File: config.mk
export PLATFORM = sky130hd
export DESIGN_NAME = latency_credit_fifo
export DESIGN_NICKNAME = d
export VERILOG_FILES = /design/src/rtl/delay_ff.sv /design/src/rtl/latency_credit_fifo.sv
export SDC_FILE = /design/constraint.sdc
export NUM_CORES = 1
export LEC_CHECK = 0
export CAP_MARGIN = 15
export CORE_ASPECT_RATIO = 2
export CORE_MARGIN = 2
export CORE_UTILIZATION = 50
export CTS_CLUSTER_SIZE = 40
export DETAILED_ROUTE_END_ITERATION = 8
export GPL_TIMING_DRIVEN = 0
export HOLD_SLACK_MARGIN = 0.12
export PLACE_DENSITY = 0.73
export SYNTH_ARGS = -nofsm -noshare
export SYNTH_HDL_FRONTEND = slang
export SYNTH_SLANG_ARGS = --single-unit
export TNS_END_PERCENT = 30
File: constraint.sdc
create_clock -name clk -period 2.5 [get_ports clk]
set_input_delay 0.25 -clock clk [delete_from_list [all_inputs] [get_ports clk]]
set_output_delay 0.25 -clock clk [all_outputs]
set_load 0.02 [all_outputs]
File: src/rtl/delay_ff.sv
// delay_ff: fixed-length register delay line.
//   clk   : clock
//   reset : synchronous, active-high; clears every stage
//   d_i   : input sample (WIDTH bits)
//   q_o   : d_i delayed by exactly DELAY cycles (DELAY >= 1)
module delay_ff #(
  parameter int DELAY = 2,
  parameter int WIDTH = 1
) (
  input  logic             clk,
  input  logic             reset,
  input  logic [WIDTH-1:0] d_i,
  output logic [WIDTH-1:0] q_o
);

  logic [DELAY-1:0][WIDTH-1:0] stage_q;

  always_ff @(posedge clk) begin
    if (reset) begin
      stage_q <= '0;
    end else begin
      stage_q[0] <= d_i;
      for (int i = 1; i < DELAY; i++) stage_q[i] <= stage_q[i-1];
    end
  end

  assign q_o = stage_q[DELAY-1];

endmodule

File: src/rtl/latency_credit_fifo.sv
// latency_credit_fifo: receiving end of a fixed-latency pipeline.
// Hands out credits upstream, tracks issued requests in flight, buffers
// their results and presents them on a valid/ready port. A result slot is
// reserved at issue time, so an arrival always finds room.
//   clk, reset               : clock, synchronous active-high reset
//   issue_valid/issue_ready  : upstream request launch (credit handshake)
//   in_valid/in_data         : result arriving LATENCY cycles after issue
//   out_valid/out_data/out_ready : show-ahead result port
//   error                    : sticky; arrival without an issue, or a
//                              missing arrival where one was due
module latency_credit_fifo #(
  parameter int WIDTH   = 16,
  parameter int LATENCY = 2,
  parameter int DEPTH   = 4
) (
  input  logic             clk,
  input  logic             reset,
  input  logic             issue_valid,
  output logic             issue_ready,
  input  logic             in_valid,
  input  logic [WIDTH-1:0] in_data,
  output logic             out_valid,
  output logic [WIDTH-1:0] out_data,
  input  logic             out_ready,
  output logic             error
);

  localparam int CW = $clog2(DEPTH + 1);
  localparam int PW = (DEPTH > 1) ? $clog2(DEPTH) : 1;
  localparam logic [CW:0]   DEPTH_W  = (CW+1)'(DEPTH);
  localparam logic [PW-1:0] PTR_LAST = PW'(DEPTH - 1);

  logic [CW-1:0]    inflight_q, inflight_d;
  logic [CW-1:0]    count_q, count_d;
  logic [PW-1:0]    wr_ptr_q, wr_ptr_d;
  logic [PW-1:0]    rd_ptr_q, rd_ptr_d;
  logic             error_q, error_d;
  logic [WIDTH-1:0] mem_q [DEPTH];

  logic accept, expect_arr, wr_en, pop;

  // Registers only: in-flight requests plus held results must fit the buffer.
  assign issue_ready = ({1'b0, inflight_q} + {1'b0, count_q}) < DEPTH_W;
  assign accept      = issue_valid & issue_ready;
  assign out_valid   = (count_q != '0);
  assign out_data    = mem_q[rd_ptr_q];
  assign error       = error_q;
  assign wr_en       = expect_arr & in_valid;
  assign pop         = out_valid & out_ready;

  // High exactly in the cycle an accepted issue's result is due.
  delay_ff #(
    .DELAY(LATENCY),
    .WIDTH(1)
  ) u_expect (
    .clk  (clk),
    .reset(reset),
    .d_i  (accept),
    .q_o  (expect_arr)
  );

  always_comb begin
    inflight_d = inflight_q;
    count_d    = count_q;
    wr_ptr_d   = wr_ptr_q;
    rd_ptr_d   = rd_ptr_q;
    // A due slot always retires, arrived or not; xor catches both faults.
    error_d    = error_q | (in_valid ^ expect_arr);

    case ({accept, expect_arr})
      2'b10:   inflight_d = inflight_q + CW'(1);
      2'b01:   inflight_d = inflight_q - CW'(1);
      default: ;
    endcase

    case ({wr_en, pop})
      2'b10:   count_d = count_q + CW'(1);
      2'b01:   count_d = count_q - CW'(1);
      default: ;
    endcase

    if (wr_en) wr_ptr_d = (wr_ptr_q == PTR_LAST) ? '0 : wr_ptr_q + PW'(1);
    if (pop)   rd_ptr_d = (rd_ptr_q == PTR_LAST) ? '0 : rd_ptr_q + PW'(1);
  end

  always_ff @(posedge clk) begin
    if (reset) begin
      inflight_q <= '0;
      count_q    <= '0;
      wr_ptr_q   <= '0;
      rd_ptr_q   <= '0;
      error_q    <= 1'b0;
    end else begin
      inflight_q <= inflight_d;
      count_q    <= count_d;
      wr_ptr_q   <= wr_ptr_d;
      rd_ptr_q   <= rd_ptr_d;
      error_q    <= error_d;
    end
  end

  // Storage is not reset; out_data is only meaningful while out_valid.
  always_ff @(posedge clk) begin
    if (wr_en) mem_q[wr_ptr_q] <= in_data;
  end

endmodule

======== Word level (Yosys, flattened, before mapping) ========
Memories as Yosys holds them, arrays and structs flattened. A register that Yosys moved wholly into a read port is not among the register bits.
Cells that the tools add are included.
Widths: inputs -> output; s select.
storage, ports and cells
  register bits after elaboration ......... 13
  bits in writable memories ............... 64
  input port bits ......................... 21
  output and inout port bits .............. 19
  word-level logic and storage cells ...... 38
  memories kept ........................... 1
memories
  name   words  width  read ports  clocked after Yosys merged registers in  write ports  line                       source
  mem_q  4      16     1           1                                        1            latency_credit_fifo.sv:38  logic [WIDTH-1:0] mem_q [DEPTH];
cells by class
  $add $sub $neg .......................... 7
  $lt $le $gt $ge ......................... 1
  eq/ne operators ......................... 6
  muxes and demuxes ....................... 8
  bitwise operators ....................... 5
  reductions and logical operators ........ 3
operators with widths
  operator             number
  $pmux 3 s2           2
  $eq 2x2->1 const B   4
  $mux 2               4
  $add 3x1->3 const B  2
  $sub 3x1->3 const B  2
  $add 2x1->2 const B  2
  $add 3x3->4          1
  $eq 2x1->1 const B   2
  $lt 4x3->1 const B   1
  $reduce_bool 2->1    2
  $and 1x1->1          3
  $reduce_bool 3->1    1
  $mux 1               2
  $or 1x1->1           1
  $xor 1x1->1          1

======== Logic depth before layout (Yosys ltp) ========
Gate-level depths: netlist of run 1.
  depth after elaboration ................. 5
  mapped depth ............................ 9
  depth with buffers taken out ............ 9

======== Cells and area by module ========
A second synthesis of run 1 with hierarchy kept.
unflattened totals
  cell total of the unflattened synthesis .. 164
  area, all modules ....................... 3104.2 µm²
modules (own cells, without submodules)
  module               times used  cells an instance  area an instance (µm²)  seq. area each (µm²)
  latency_credit_fifo  1           160                3051.7                  2182.1
  delay_ff             1           4                  52.6                    40.0

======== Worst setup path after synthesis of run 1 ========
No wires, ideal clock.
  path kind ............................... reg2reg
  from .................................... reg count_q[1]
  to ...................................... reg inflight_q[2]
  library setup time ...................... 0.070 ns
  data arrival time ....................... 2.013 ns
  required time ........................... 2.430 ns
  setup slack ............................. 0.417 ns
  stages on the path, launching flop included .. 10
  path buffers ............................ 0
  clock period less this slack ............ 2.083 ns
  path through ............................ dfxtp_1 > ha_1 > and3_1 > nand3b_1 > ha_1 > inv_1 > fa_1 > xor2_1 > or3_1 > a21oi_1
between the ends
  longest elaborated chain between the ends .. 5
  elaborated cells on any way between the ends .. 7
  those cells by class .................... add/sub: 1; order compare: 1; eq/ne: 2; mux: 1; bitwise: 1; reduce/logical: 1
RTL lines
  item                                                    line                       source
  start, declared                                         latency_credit_fifo.sv:34  logic [CW-1:0] count_q, count_d;
  start signal, assigned                                  latency_credit_fifo.sv:95  count_q <= count_d;
  $add 3x3->4 *                                           latency_credit_fifo.sv:43  assign issue_ready = ({1'b0, inflight_q} + {1'b0, count_q}) < DEPTH_W;
  $lt 4x3->1 *                                            latency_credit_fifo.sv:43
  $and 1x1->1 *                                           latency_credit_fifo.sv:44  assign accept = issue_valid & issue_ready;
  $eq 2x1->1 / $eq 2x2->1 (equally long branches)         latency_credit_fifo.sv:70  case ({accept, expect_arr})
  $pmux 3 s2 / $reduce_bool 2->1 (equally long branches)  --
  end signal, assigned                                    latency_credit_fifo.sv:94  inflight_q <= inflight_d;
  end, declared                                           latency_credit_fifo.sv:33  logic [CW-1:0] inflight_q, inflight_d;
Every way passes the cells marked *; elsewhere a longest branch is shown, timed or not.
A chain may end at the register's enable or synchronous reset.

==> implementation parameters, run 1 <==
Parameter                              Value

Yosys
  Post-Synth XOR/XNOR Area    0.01131
  Post-synthesis instance area    ~3100 µm²
  Compound-gate portion of the synthesized area    0.01696
  Synth Warn #    0
  Dominant combinational cell family by area after synthesis    multiplexers
  Adder-cell area share of the yosys netlist    0.05331
  Number of nets produced by synthesis    197
  Mux contribution to synthesized area    0.1300
  Sequential cell area fraction in the yosys report    0.7173
  Fraction of the mapped netlist area in simple logic gates    0.04443
  Post-Syn Instances    164
  Count of different cell masters after synthesis    25
  Post-synthesis area per instance    18.89 µm²
  Number of storage elements in the synthesis netlist    79

Worst setup path
  Cell with the largest stage delay on the worst path    clkdlybuf4s50_1
  Launching element type of the critical path    flop
  Crit end category    primary output
  Slowest cell delay on critical path    between 500 and 600 ps
  Slack of the worst reg-to-reg path    230 ps
  Cell count of the worst reg-to-reg path    9
  Worst Path Required    2250 ps
  Critical R2R Capture    inflight_q[2]
  Data arrival time of the worst path    a little over 2000 ps
  Cell-by-cell trace of the critical path    buf_6 -> buf_12 -> mux4_2 -> clkdlybuf4s50_1
  WS Path Type    reg2out
  Maximum fanout along the worst path    10
  Crit Reg-Reg Startpoint    count_q[1]

Clocking
  Hold_buf cts    0
  Count of buffers added by post-CTS timing repair for setup    0
  CTS HTree Levels    3
  TritonCTS clock tree    built
  Number of CTS-inserted buffers    9
  CTS sink count    79
  Register clock-pin slew on the reported worst setup and hold paths    roughly 50 ps
  Insertion delay of the later-clocked pin in the worst-skew pair    320 ps
  Buffer type at the clock tree root    clkbuf_16
  Number of instances resized during post-cts repair    0
  Clock Tree Buf Depth    2

Min path
  Instance count along the most critical hold path    1
  Worst hold path endpoint    u_expect.q_o
  Classification of the worst-slack hold path    reg2reg
  Hold Path Origin    u_expect.stage_q[0]

Floorplan
  I/O pin cnt    40
  Floorplan row count    40
  Die span in y    115.3 µm
  Placeable Area    6006 µm²
  Starting density of the core    0.5158
  Horizontal die dimension    around 60 µm
  Floorplan die area    6880 µm²

Detailed routing
  Number of nets with antenna violations after detailed routing    0
  First-iteration detailed-routing DRC count    62
  Via count    1553
  First-pass iteration count of the detailed router    4
  Total wirelength of the detailed-routed design    5325 µm
  WL per Instance    18.88 µm
  Via count normalized by instance count    5.507
  Detailed-route DRC error count    0

GRT
  Vias in the first global route    1726
  Most congested layer reported by global routing    met2
  Routing usage on met1    0.1591
  First-pass GRT wire length    ~8300 µm
  Total Routing Usage GR    0.1733
  Grt met3 use    0.04837
  Largest net degree at the start of global routing    17
  Antenna violations before repair    0
  Final global-route overflow total    0
  Met2 Usage GRT    0.3210

Pwr
  Final total power    2.981 mW
  Largest vdd supply drop    0.4287 mV
  Power density over cell area    774.6 nW/µm²
  Static leakage    between 1 and 1.5 nW

Timing
  Largest clock skew in the final design    roughly 5.1 ps
  WHS    approximately 460 ps
  Sum of negative setup slack    0 ps
  Post-layout minimum cycle time    2288 ps
  Setup repair after global routing missed its margin    false
  Number of endpoints failing setup at the final stage    0
  Count of endpoints failing hold in the final timing report    0
  Period Utilization, post-route    0.9152
  Transition time at the pin with the least slew margin    851.5 ps
  Max Clk Rate    437.1 MHz
  Final worst-path setup slack    about 210 ps
  Normalized max-slew margin    0.4323
  Max-slew violation total from the final report    0

Placed design
  Placer congestion estimate    0.7085
  DP Wirelength    3762 µm
  IO Port Bufs    39
  Worst setup timing slack at the placement stage    31.49 ps

Status
  Status    finished clean

Job
  Max-cap violations    0

Finish
  Nets    between 200 and 250
  N_diodes    0
  Total of fill cells in the finished design    456
  Fraction of layout instances using a drive strength above 1    0.1187
  Area Overhead vs Synth    24.23%
  Commonest non-fill, non-tap cell in the layout    edfxtp_1
  Most frequent cells in the layout    edfxtp_1, clkdlybuf4s50_1, dfxtp_1
cell type report:
| cell class | count | area [µm²] | share of cell area |
|---|---|---|---|
| flip-flops and latches | 79 | 2222 | 0.5774 |
| multi-input cells | 70 | 793.3 | 0.2061 |
| repair buffers | 39 | 390.4 | 0.1014 |
| clock buffers | 11 | 232.7 | 0.06047 |
| well taps | 63 | 78.83 | 0.02048 |
| clock inverters | 5 | 48.80 | 0.01268 |
| plain buffers | 5 | 45.04 | 0.01170 |
| inverters | 10 | 37.54 | 0.009753 |
layer usage:
metal  vias up  routed length, µm  share of wire
li1        738                  -              -
met4         0                148          0.028
met3        10                200          0.038
met1       764               1801           0.34
met5         -                  0              0
met2        41               3174           0.60
critical path: cells and delay by family, from the launching register on:
kind | cells | cell delay, ps
flip-flops | 1 | 330
buffers and inverters | 3 | 870
multiplexers | 1 | 510
synth_stat cells:
master / count / area [µm²]
and2_1: 4 / 25.02
fa_1: 2 / 40.04
buf_2: 2 / 10.01
clkbuf_1: 1 / 3.750
ha_1: 10 / 125.1
inv_1: 10 / 37.54
dfxtp_1: 15 / 300.3
a21oi_1: 6 / 30.03
nand2_1: 1 / 3.750
or3_1: 4 / 25.02
o21ai_0: 2 / 10.01
nand3b_1: 1 / 7.510
xor2_1: 4 / 35.03
nor2b_1: 2 / 12.51
and3_1: 1 / 6.260
buf_6: 1 / 11.26
o31ai_2: 1 / 12.51
mux4_1: 6 / 157.7
nor2_1: 12 / 45.04
edfxtp_1: 64 / 1922
nor3_1: 1 / 5.000
nor3b_1: 1 / 7.510
mux4_2: 10 / 225.2
mux2i_1: 2 / 20.02
buf_12: 1 / 20.02
power by group:
| group | leakage, nW | switching, mW | internal [mW] |
|---|---|---|---|
| combinational | 0.488 | 0.142 | 0.160 |
| clock | 0.132 | 0.450 | 0.762 |
| sequential | 0.699 | 0.0195 | 1.45 |
| total | 1.32 | 0.611 | 2.37 |
flip-flops by register name (all words and copies together), names as in the netlist, named ones only:
register          flops
rd_ptr_q              2
inflight_q            3
error                 1
mem_q                64
wr_ptr_q              2
u_expect.q_o          1
u_expect.stage_q      1
count_q               3
stage by stage:
step / area [µm²] / utilization / std cells
6_report: 3849 / 0.6408 / 282
5_1_grt: 3849 / 0.6408 / 282
4_1_cts: 3849 / 0.6408 / 282
3_5_place_dp: 3567 / 0.5940 / 266
3_3_place_gp: 3567 / 0.5940 / 266
2_1_floorplan: 3098 / - / 164
how the worst max path moves through the flow:
stage | slack, ps | to | depth (start not counted)
after global placement | 180 | count_q[2] | 9
after global routing | 110 | out_data[2] | 4
after floorplan | 420 | inflight_q[2] | 9
final | 210 | out_data[2] | 4
after detailed placement | 30 | count_q[2] | 9
after CTS | 170 | out_data[2] | 4
cell families after synthesis:
group	count (synthesis)
simple gates	27
mux	18
compound gates	9
flops	79
buf+inv	15
fa+ha+maj	12
xor+xnor	4
Note: power is estimated with default switching activity, not from simulation.
==> run 2, diff against run 1 <==
Settings changed: PLACE_DENSITY 0.73 to 0.83.
==> implementation parameters, run 2 (synthesis results as in run 1) <==
Parameter                              Value

Status
  Status    finished clean

Clocking
  Insertion delay of the later-clocked pin in the worst-skew pair    330 ps
  Register clock-pin slew on the reported worst setup and hold paths    50 ps
  Hold_buf cts    0
  Number of instances resized during post-cts repair    0
  CTS HTree Levels    3
  CTS sink count    ~80
  TritonCTS clock tree    built
  Buffer type at the clock tree root    clkbuf_16
  Clock Tree Buf Depth    2
  Number of CTS-inserted buffers    9
  Count of buffers added by post-CTS timing repair for setup    0

Worst setup path
  Crit end category    primary output
  Launching element type of the critical path    flop
  Maximum fanout along the worst path    10
  Slowest cell delay on critical path    560 ps
  Data arrival time of the worst path    2010 ps
  WS Path Type    reg2out
  Worst Path Required    2250 ps
  Cell-by-cell trace of the critical path    buf_6 -> buf_12 -> mux4_2 -> clkdlybuf4s50_1
  Cell with the largest stage delay on the worst path    clkdlybuf4s50_1

Detailed routing
  First-iteration detailed-routing DRC count    59
  Via count    approximately 1500
  First-pass iteration count of the detailed router    4
  Total wirelength of the detailed-routed design    ~4800 µm
  Via count normalized by instance count    5.475
  WL per Instance    16.97 µm
  Number of nets with antenna violations after detailed routing    0
  Detailed-route DRC error count    0

Timing
  Post-layout minimum cycle time    2258 ps
  Count of endpoints failing hold in the final timing report    0
  Sum of negative setup slack    0 ps
  Max Clk Rate    443.0 MHz
  Final worst-path setup slack    242.4 ps
  Setup repair after global routing missed its margin    false
  Max-slew violation total from the final report    0
  Transition time at the pin with the least slew margin    874.4 ps
  Number of endpoints failing setup at the final stage    0
  Largest clock skew in the final design    about 5.6 ps
  Normalized max-slew margin    0.4170
  Period Utilization, post-route    0.9030

Pwr
  Largest vdd supply drop    0.6477 mV
  Final total power    2.985 mW
  Power density over cell area    776.2 nW/µm²
  Static leakage    1.321 nW

Placed design
  Placer congestion estimate    0.6917
  Placement-stage cell area    roughly 3600 µm²
  DP Wirelength    3265 µm
  Worst setup timing slack at the placement stage    120.8 ps
  IO Port Bufs    39
  Total placed cells including tap cells    266

GRT
  Total Routing Usage GR    0.1557
  Largest net degree at the start of global routing    17
  First-pass GRT wire length    7590 µm
  Antenna violations before repair    0
  Final global-route overflow total    0
  Vias in the first global route    roughly 1600

Floorplan
  Placeable Area    6006 µm²
  Die span in y    about 120 µm
  Horizontal die dimension    59.66 µm
  Floorplan row count    40
  Starting density of the core    0.5158
  Floorplan die area    6880 µm²
  I/O pin cnt    40

Finish
  Largest regs    mem_q x64, count_q x3, inflight_q x3
  Commonest non-fill, non-tap cell in the layout    edfxtp_1
  N_diodes    0
  Most frequent cells in the layout    edfxtp_1, clkdlybuf4s50_1, dfxtp_1
  Area Overhead vs Synth    24.15%
  Largest register FFs    64
  Final Instance Area    3846 µm²
  Largest Register    mem_q
  Non-filler cells, final    282
  Total of fill cells in the finished design    around 410
  Fraction of layout instances using a drive strength above 1    0.1187
  Nets    247

Job
  Max-cap violations    0

Min path
  Classification of the worst-slack hold path    reg2reg
-- run 2: cell count changes in the layout (fill, tap and decap cells not counted), sizes merged --
| cell | previous run | this run |
|---|---|---|
| clkbuf | 12 | 15 |
| clkinv | 3 | 1 |
| clkinvlp | 1 | 0 |
-- run 2: cell type report --
type                            count  area [µm²]  share of cell area
Tap cell                           63       78.83             0.02049
Timing Repair Buffer               39       390.4              0.1015
Inverter                           10       37.54            0.009759
Buffer                              5       45.04             0.01171
Clock buffer                       14       244.0             0.06344
Clock inverter                      2       35.03            0.009109
Sequential cell                    79        2222              0.5777
Multi-Input combinational cell     70       793.3              0.2062
-- run 2: power by group --
part           switching, mW  internal [mW]
Combinational          0.136          0.159
Sequential            0.0182           1.45
Clock                  0.452          0.773
-- run 2: path summary, 6_finish.rpt --
check | from | to | slack, ps | cells past startpoint
setup / recovery | flop | out_data[12] | 240 | 4
hold / removal | u_expect.stage_q[0] | u_expect.q_o | 450 | 1
setup reg to reg | count_q[1] | inflight_q[2] | 290 | 9
hold reg to reg | u_expect.stage_q[0] | u_expect.q_o | 450 | 1
-- run 2: stage by stage --
stage               hold slack, ps  utilization
floorplan                    319.1            -
global placement             421.8       0.5940
detailed placement           445.1       0.5940
CTS                          453.0       0.6404
global route                 457.0       0.6404
finish                       446.7       0.6404
-- run 2: worst max-delay path: cells and delay by family, from the launching register on --
kind | cells | cell delay [ps]
flops | 1 | 320
mux | 1 | 500
buf+inv | 3 | 870
-- run 2: layer usage --
layer  vias to the layer above  wire length, µm  global-route usage
met5                         -                0                   0
met3                         7              206             0.04049
li1                        732                -                   -
met1                       766             1804              0.1673
met2                        39             2668              0.2638
met4                         0              108             0.09333
